--- src/rtl/control_pkg.sv ---
// Shared opcode encodings, control-word layout and pipe state type for control_pipe.
package control_pkg;

  localparam logic [2:0] OP_LDI = 3'b000;
  localparam logic [2:0] OP_BR0 = 3'b011;
  localparam logic [2:0] OP_BR1 = 3'b101;
  localparam logic [2:0] OP_LD  = 3'b110;
  localparam logic [2:0] OP_ST  = 3'b111;

  typedef struct packed {
    logic branch;
    logic ld_immed;
    logic mem_to_reg;
    logic mem_write;
    logic reg_write;
  } ctrl_word_t;

  localparam ctrl_word_t CTRL_NOP = '0;
  localparam ctrl_word_t CTRL_DEFAULT = '{branch: 1'b0, ld_immed: 1'b0, mem_to_reg: 1'b1,
                                         mem_write: 1'b0, reg_write: 1'b1};

  typedef enum logic [1:0] {RUN, HOLD, FLUSH} state_t;

endpackage

--- src/rtl/control_decode.sv ---
// Combinational opcode decoder: control word plus memory-op and illegal-opcode flags.
module control_decode
  import control_pkg::*;
#(
  parameter int OPW = 3
) (
  input  logic [OPW-1:0] op_i,
  output ctrl_word_t     word_o,
  output logic           is_mem_o,
  output logic           illegal_o
);

  logic [2:0] op3;
  logic       upper_set;

  assign op3 = op_i[2:0];

  generate
    if (OPW > 3) begin : g_wide
      assign upper_set = |op_i[OPW-1:3];
    end else begin : g_narrow
      assign upper_set = 1'b0;
    end
  endgenerate

  always_comb begin
    word_o    = CTRL_DEFAULT;
    is_mem_o  = 1'b0;
    illegal_o = upper_set;
    if (upper_set) begin
      word_o = CTRL_NOP;
    end else begin
      case (op3)
        OP_LDI:         word_o.ld_immed = 1'b1;
        OP_BR0, OP_BR1: word_o.branch = 1'b1;
        OP_ST: begin
          word_o.mem_write = 1'b1;
          word_o.reg_write = 1'b0;
          is_mem_o         = 1'b1;
        end
        OP_LD:          is_mem_o = 1'b1;
        default:        ;
      endcase
    end
  end

endmodule

--- src/rtl/control_pipe.sv ---
// Registered control-word stage: valid/ready intake, LD/ST hold timer, taken-branch squash.
module control_pipe
  import control_pkg::*;
#(
  parameter int OPW     = 3,
  parameter int MEM_LAT = 2,
  parameter int CNTW    = 16
) (
  input  logic            Clk,
  input  logic            Reset,
  input  logic [OPW-1:0]  op_i,
  input  logic            op_valid_i,
  output logic            op_ready_o,
  input  logic            br_taken_i,
  output logic            ctrl_valid_o,
  output logic            branch_o,
  output logic            ldImmed_o,
  output logic            MemtoReg_o,
  output logic            MemWrite_o,
  output logic            RegWrite_o,
  output logic            mem_busy_o,
  output logic            illegal_o,
  output logic [CNTW-1:0] issue_cnt_o
);

  localparam int HW = $clog2(MEM_LAT + 1);
  localparam logic [HW-1:0] HCNT_ONE = HW'(1);
  localparam logic [HW-1:0] HCNT_LAT = HW'(MEM_LAT);

  state_t          state_q, state_d;
  ctrl_word_t      word_q, word_d;
  logic            valid_q, valid_d;
  logic            illegal_q, illegal_d;
  logic            busy_q, busy_d;
  logic [HW-1:0]   hcnt_q, hcnt_d;
  logic [CNTW-1:0] cnt_q, cnt_d;

  ctrl_word_t dec_word;
  logic       dec_is_mem;
  logic       dec_illegal;
  logic       accept;
  logic       squash_now;

  control_decode #(.OPW(OPW)) u_decode (
    .op_i      (op_i),
    .word_o    (dec_word),
    .is_mem_o  (dec_is_mem),
    .illegal_o (dec_illegal)
  );

  assign op_ready_o = (hcnt_q <= HCNT_ONE);
  assign accept     = op_valid_i && op_ready_o;
  // Only a freshly issued branch word may consume br_taken_i.
  assign squash_now = valid_q && word_q.branch && br_taken_i;

  always_ff @(posedge Clk or posedge Reset) begin
    if (Reset) begin
      state_q   <= RUN;
      word_q    <= CTRL_NOP;
      valid_q   <= 1'b0;
      illegal_q <= 1'b0;
      busy_q    <= 1'b0;
      hcnt_q    <= '0;
      cnt_q     <= '0;
    end else begin
      state_q   <= state_d;
      word_q    <= word_d;
      valid_q   <= valid_d;
      illegal_q <= illegal_d;
      busy_q    <= busy_d;
      hcnt_q    <= hcnt_d;
      cnt_q     <= cnt_d;
    end
  end

  always_comb begin
    state_d   = state_q;
    word_d    = word_q;
    valid_d   = 1'b0;
    illegal_d = illegal_q;
    busy_d    = busy_q;
    hcnt_d    = hcnt_q;
    if (accept) begin
      if (squash_now || state_q == FLUSH) begin
        // The op fetched behind a taken branch is dropped and never counted.
        word_d    = CTRL_NOP;
        illegal_d = 1'b0;
        busy_d    = 1'b0;
        hcnt_d    = HCNT_ONE;
        state_d   = RUN;
      end else begin
        word_d    = dec_word;
        valid_d   = 1'b1;
        illegal_d = dec_illegal;
        busy_d    = dec_is_mem;
        hcnt_d    = dec_is_mem ? HCNT_LAT : HCNT_ONE;
        state_d   = (dec_is_mem && MEM_LAT > 1) ? HOLD : RUN;
      end
    end else if (hcnt_q > HCNT_ONE) begin
      hcnt_d = hcnt_q - HCNT_ONE;
    end else begin
      word_d    = CTRL_NOP;
      illegal_d = 1'b0;
      busy_d    = 1'b0;
      if (squash_now) begin
        state_d = FLUSH;
      end else if (state_q == HOLD) begin
        state_d = RUN;
      end
    end
    cnt_d = cnt_q + CNTW'(valid_d);
  end

  assign ctrl_valid_o = valid_q;
  assign branch_o     = word_q.branch;
  assign ldImmed_o    = word_q.ld_immed;
  assign MemtoReg_o   = word_q.mem_to_reg;
  assign MemWrite_o   = word_q.mem_write;
  assign RegWrite_o   = word_q.reg_write;
  assign mem_busy_o   = busy_q;
  assign illegal_o    = illegal_q;
  assign issue_cnt_o  = cnt_q;

endmodule

--- config.mk ---
export PLATFORM = sky130hd
export DESIGN_NAME = control_pipe
export DESIGN_NICKNAME = d
export VERILOG_FILES = /design/src/rtl/control_pkg.sv /design/src/rtl/control_decode.sv /design/src/rtl/control_pipe.sv
export SDC_FILE = /design/constraint.sdc
export NUM_CORES = 1
export LEC_CHECK = 0
export ABC_CLOCK_PERIOD_IN_PS = 5000
export BUFFER_PORTS_ARGS = -buffer_cell sky130_fd_sc_hd__buf_4
export CAP_MARGIN = 15
export CORE_ASPECT_RATIO = 1.4
export CORE_MARGIN = 3
export CORE_UTILIZATION = 41
export DETAILED_ROUTE_END_ITERATION = 10
export PLACE_DENSITY_LB_ADDON = 0.15
export SYNTH_ARGS = -nofsm -noshare
export SYNTH_HDL_FRONTEND = slang
export SYNTH_SLANG_ARGS = --single-unit
--- constraint.sdc ---
create_clock -name Clk -period 5 [get_ports Clk]
set_input_delay 0.5 -clock Clk [delete_from_list [all_inputs] [get_ports Clk]]
set_output_delay 0.5 -clock Clk [all_outputs]
set_load 0.1 [all_outputs]
Word level (Yosys, flattened, before mapping)
Cells that the tools add are included.

word-level totals
  register bits after elaboration = 28
  input bits = 7

operators by class
  magnitude comparators = 2
  reductions and logical operators = 10
  equality and inequality tests = 7
  add/subtract/negate cells = 2
  muxes and demuxes = 23

operators with widths
  operator             count
  $mux 2               9
  $add 16x1->16        1
  $mux 5               3
  $mux 1               11
  $eq 3x3->1 const B   3
  $reduce_or 2->1      2
  $eq 3x2->1 const B   1
  $logic_and 1x1->1    3
  $logic_not 3->1      1
  $reduce_bool 3->1    1
  $eq 2x1->1 const B   1
  $eq 2x2->1 const B   1
  $gt 2x1->1 const B   1
  $le 2x1->1 const B   1
  $ne 2x2->1 const B   1
  $reduce_and 2->1     1
  $reduce_bool 2->1    1
  $sub 2x1->2 const B  1
  $logic_or 1x1->1     1

Logic depth before layout (Yosys ltp)
  depth in word-level cells = 6
  depth in mapped cells = 12
  mapped depth without buffers = 12

Hierarchy
Synthesis repeated with hierarchy kept, for this count alone.

unflattened totals
  cell total of the unflattened synthesis = 110
  area, all modules = 1,262.5 µm²

by module, submodules not included
  module          seq. area each (µm²)  area each (µm²)  cells each  times used
  control_pipe    700.7                 1,201.2          100         1
  control_decode  0.0                   61.3             10          1

Worst setup path before layout
Ideal clock, no wire load.

  path kind = reg-to-reg
  start point = register hcnt_q[1]
  end point = register cnt_q[8], in the netlist issue_cnt_o[8]
  setup slack = 2.075 ns
  arrival time = 2.766 ns
  cell stages (with the launch flop) = 13
  clock period less this slack = 2.925 ns
  cells stage by stage = dfrtp_1 > inv_1 > ha_1 > nor2_1 > inv_1 > nand4_1 > inv_1 > ha_1 > ha_1 > nand2_1 > nor2_1 > nand4_1 > xnor2_1

between the ends
  longest elaborated chain between the ends = 4

ends and longest elaborated chain
  what                    RTL line             source
  start, declared         control_pipe.sv:35   logic [HW-1:0] hcnt_q, hcnt_d;
  start signal, assigned  control_pipe.sv:71   hcnt_q <= hcnt_d;
  $le 2x1->1              control_pipe.sv:51   assign op_ready_o = (hcnt_q <= HCNT_ONE);
  named net op_ready_o    control_pipe.sv:13   output logic op_ready_o,
  $logic_and 1x1->1       control_pipe.sv:52   assign accept = op_valid_i && op_ready_o;
  $mux 1                  control_pipe.sv:83   if (accept) begin
  named net valid_d       control_pipe.sv:32   logic valid_q, valid_d;
  $add 16x1->16           control_pipe.sv:111  cnt_d = cnt_q + CNTW'(valid_d);
  named net cnt_d[8]      control_pipe.sv:36   logic [CNTW-1:0] cnt_q, cnt_d;
  end signal, assigned    control_pipe.sv:72   cnt_q <= cnt_d;
  end, declared           control_pipe.sv:36

The timed path passes the listed nets, and every way through them passes these cells.
A chain may end at the register's enable or synchronous reset.

Worst setup path after layout
  start point = register hcnt_q[0]
  end point = register cnt_q[8], in the netlist issue_cnt_o[8]

between the ends
  longest elaborated chain between the ends = 4

ends and longest elaborated chain
  what                RTL line
  $le 2x1->1          control_pipe.sv:51
  $logic_and 1x1->1   control_pipe.sv:52
  $mux 1              control_pipe.sv:83
  named net valid_d   control_pipe.sv:32
  $add 16x1->16       control_pipe.sv:111
  named net cnt_d[8]  control_pipe.sv:36

The timed path passes the listed nets, and every way through them passes these cells.

==> flow_summary.toml <==
[status]
outcome = "complete, no violations"

[critical_path]
startpoint = "hcnt_q[0]"
r2r_slack_ns = 2.27
r2r.worst_path.cells = 11
end_kind = "flop"
worstPathArrival_ns = 2.97
critical_path_class = "flop to flop"
r2r_start = "hcnt_q[0]"
crit_fanout = 11
required_ns = 5.25
crit_end = "issue_cnt_o[8]"
critPathLaunchType = "flop"
rr_endpoint = "issue_cnt_o[8]"

[sta]
setup_violations = 0
finalMaxSlewViolations = 0
finalSetupTns_ns = 0
slew-limit-headroom = 0.338
worst_pin_slew_ns = 0.993
grt_setup_unrepaired = "no"
period_share = 0.545
hold_viol = 0
fin_worst_skew_ns = 0.00312
period_minus_slack_ns = 2.73
max_freq_mhz = 367

[cts]
clkTransAtPathRegs_ns = 0.13
cts_resized = 0
cts-buffers-inserted = 3
cts_num_sinks = 27
insertion_delay_ns = 0.31
root_buffer = "clkbuf_4"
post_cts_buffers = 0
h-tree-depth = 1
cts_buffer_depth = 2
cts_hold_buf = 0
cts_tree = "built"

[route]
routed_wl_um = 2450
wl_met1_um = 956
vias = 908
post_drt_wl_per_cell_um = 13.9
ant_nets = 0
drt_iter0_drc = 16
drtPass1Iterations = 3
maxUsedRoutingLayer = "met4"
post_drt_via_cell_ratio = 5.16
drc = 0
met2WireLength_um = 1300
dr_wl_met3_um = 129

[worst_hold_path]
min-delay-path-class = "primary input to flop"

[global_route]
grtUsageTotal = 0.146
grt_overflow_total = 0
grt_pass1_vias = 930
grt_antenna_before_repair = 0
grt_pass1_wl_um = 4080
grt_max_degree = 28

[synth]
ys_seq_elements = 27
ys_types = 28
syn_nets = 119
synthDominantCellAreaShare = 0.550
yosysTopAreaCell = "dfrtp_1"
mappedNetlistArea_mm2 = 0.00123
netlist_instances = 108
ys_seq_area_frac = 0.550
ys_warn_count = 0
synth.area.top_cells = "dfrtp_1 (55%), xor2_1 (5.7%), xnor2_1 (5.0%), ha_1 (4.1%), nand2_1 (3.4%)"
syn_avg_cell_area_um2 = 11.4

[final_layout]
layout_common_cells = "buf_4 (30), dfrtp_1 (27), nand2_1 (11)"
largest_reg_flops = 16
nFillCells = 261
final_layout_size_suffix_gt1_frac = 0.271
final_nets = 152
num_antenna_cells = 0
final_area_mm2 = 0.00151
layout_commonest_cell = "buf_4"
layout-area-overhead-vs-synth_pct = 23.2
fin_cells = 176

[power]
p_int_uw = 367
combPwrFrac = 0.502
seqPwrFrac = 0.382
power-per-cell-area_mw_per_mm2 = 517
power.leakage_nw = 0.755
clockPowerShare = 0.116
net-switching-power_uw = 415
ir_drop_uv = 333
p_sw_frac = 0.531

[floorplanning]
die_w_um = 52.2
ios = 32
core-area_mm2 = 0.00275
dieHeight_um = 70.7
row_count = 22
initial_utilization = 0.446
die-area_mm2 = 0.00370

[placed_design]
hpwl_um = 1890
port-buffer-count = 30
postPlaceCellArea_mm2 = 0.00149
gp_congestion = 0.757
dp.cells = 172

[flow_run]
drv_cap = 0
[cells in the mapped netlist, drive strengths merged]
cell type   n
dfrtp      27
nand2      11
inv         8
nand3       8
xor2        8
xnor2       7
nor3        6
nor2        5
ha          4
nand4       4
o21ai       3
a22o        2
a32o        2
a211oi      1
a21boi      1
a21o        1
and2        1
and4        1
buf         1
clkbuf      1
conb        1
mux2i       1
nand2b      1
nor4        1
o22ai       1
o41ai       1
[cell families (layout without fill, tap and decap cells)]
family / after synthesis / after routing / synth area share
buffers and inverters: 10 / 42 / 0.0336
AO/OA/AOI/OAI: 12 / 12 / 0.0734
flip-flops: 27 / 27 / 0.550
multiplexers: 1 / 1 / 0.00816
other: 1 / 1 / 0.00306
AND/OR/NAND/NOR: 38 / 38 / 0.183
XOR/XNOR: 15 / 15 / 0.107
adder cells (fa/ha/maj): 4 / 4 / 0.0408
[worst max-delay path, stage by stage, from the launching register on]
cell and delay (ns):
dfrtp_1 0.42, ha_1 0.23, nor2_1 0.50, inv_1 0.18
nand4_1 0.26, inv_1 0.15, ha_1 0.22, ha_1 0.22
nand2_1 0.15, nor2_1 0.09, nand4_1 0.10, xnor2_1 0.13
[worst min-delay path by stage]
stage               slack (ns)               to  cells past startpoint             from
floorplan                 0.46        hcnt_q[0]                      1        hcnt_q[0]
detailed placement        0.46  issue_cnt_o[15]                      1  issue_cnt_o[15]
finish                    0.37        ldImmed_o                      2          op_i[0]
global route              0.35        ldImmed_o                      2          op_i[0]
global placement          0.46  issue_cnt_o[15]                      1  issue_cnt_o[15]
CTS                       0.36        ldImmed_o                      2          op_i[0]
[power by group through the flow]
stage	clock [mW]	sequential (mW)	combinational, mW
after floorplan	0	0.528	0.0817
after global placement	0	0.302	0.392
after detailed placement	0	0.303	0.394
after CTS	0.0955	0.298	0.395
after global routing	0.103	0.305	0.409
final	0.0911	0.299	0.392
[per-layer routing]
metal	up-vias	GRT usage
li1	434	-
met1	437	0.167
met2	29	0.250
met3	8	0.0274
met4	0	0.0795
met5	-	0
[cell type report]
cell class	count	area, um^2	share of cell area
Sequential cell	27	676	0.447
Tap cell	36	45.0	0.0298
Inverter	8	30.0	0.0199
Multi-Input combinational cell	71	510	0.337
Clock buffer	4	26.3	0.0174
Timing Repair Buffer	30	225	0.149
[metrics by stage]
stage          power, mW  hold WS (ns)  utilization  worst slack, ns
2_1_floorplan      0.610         0.459            -             2.07
3_3_place_gp       0.694         0.459        0.540             2.44
3_5_place_dp       0.697         0.464        0.540             2.29
4_1_cts            0.789         0.362        0.550             2.27
5_1_grt            0.817         0.354        0.550             1.99
6_report           0.782         0.368        0.550             2.27
(Power assumes the default switching activity.)
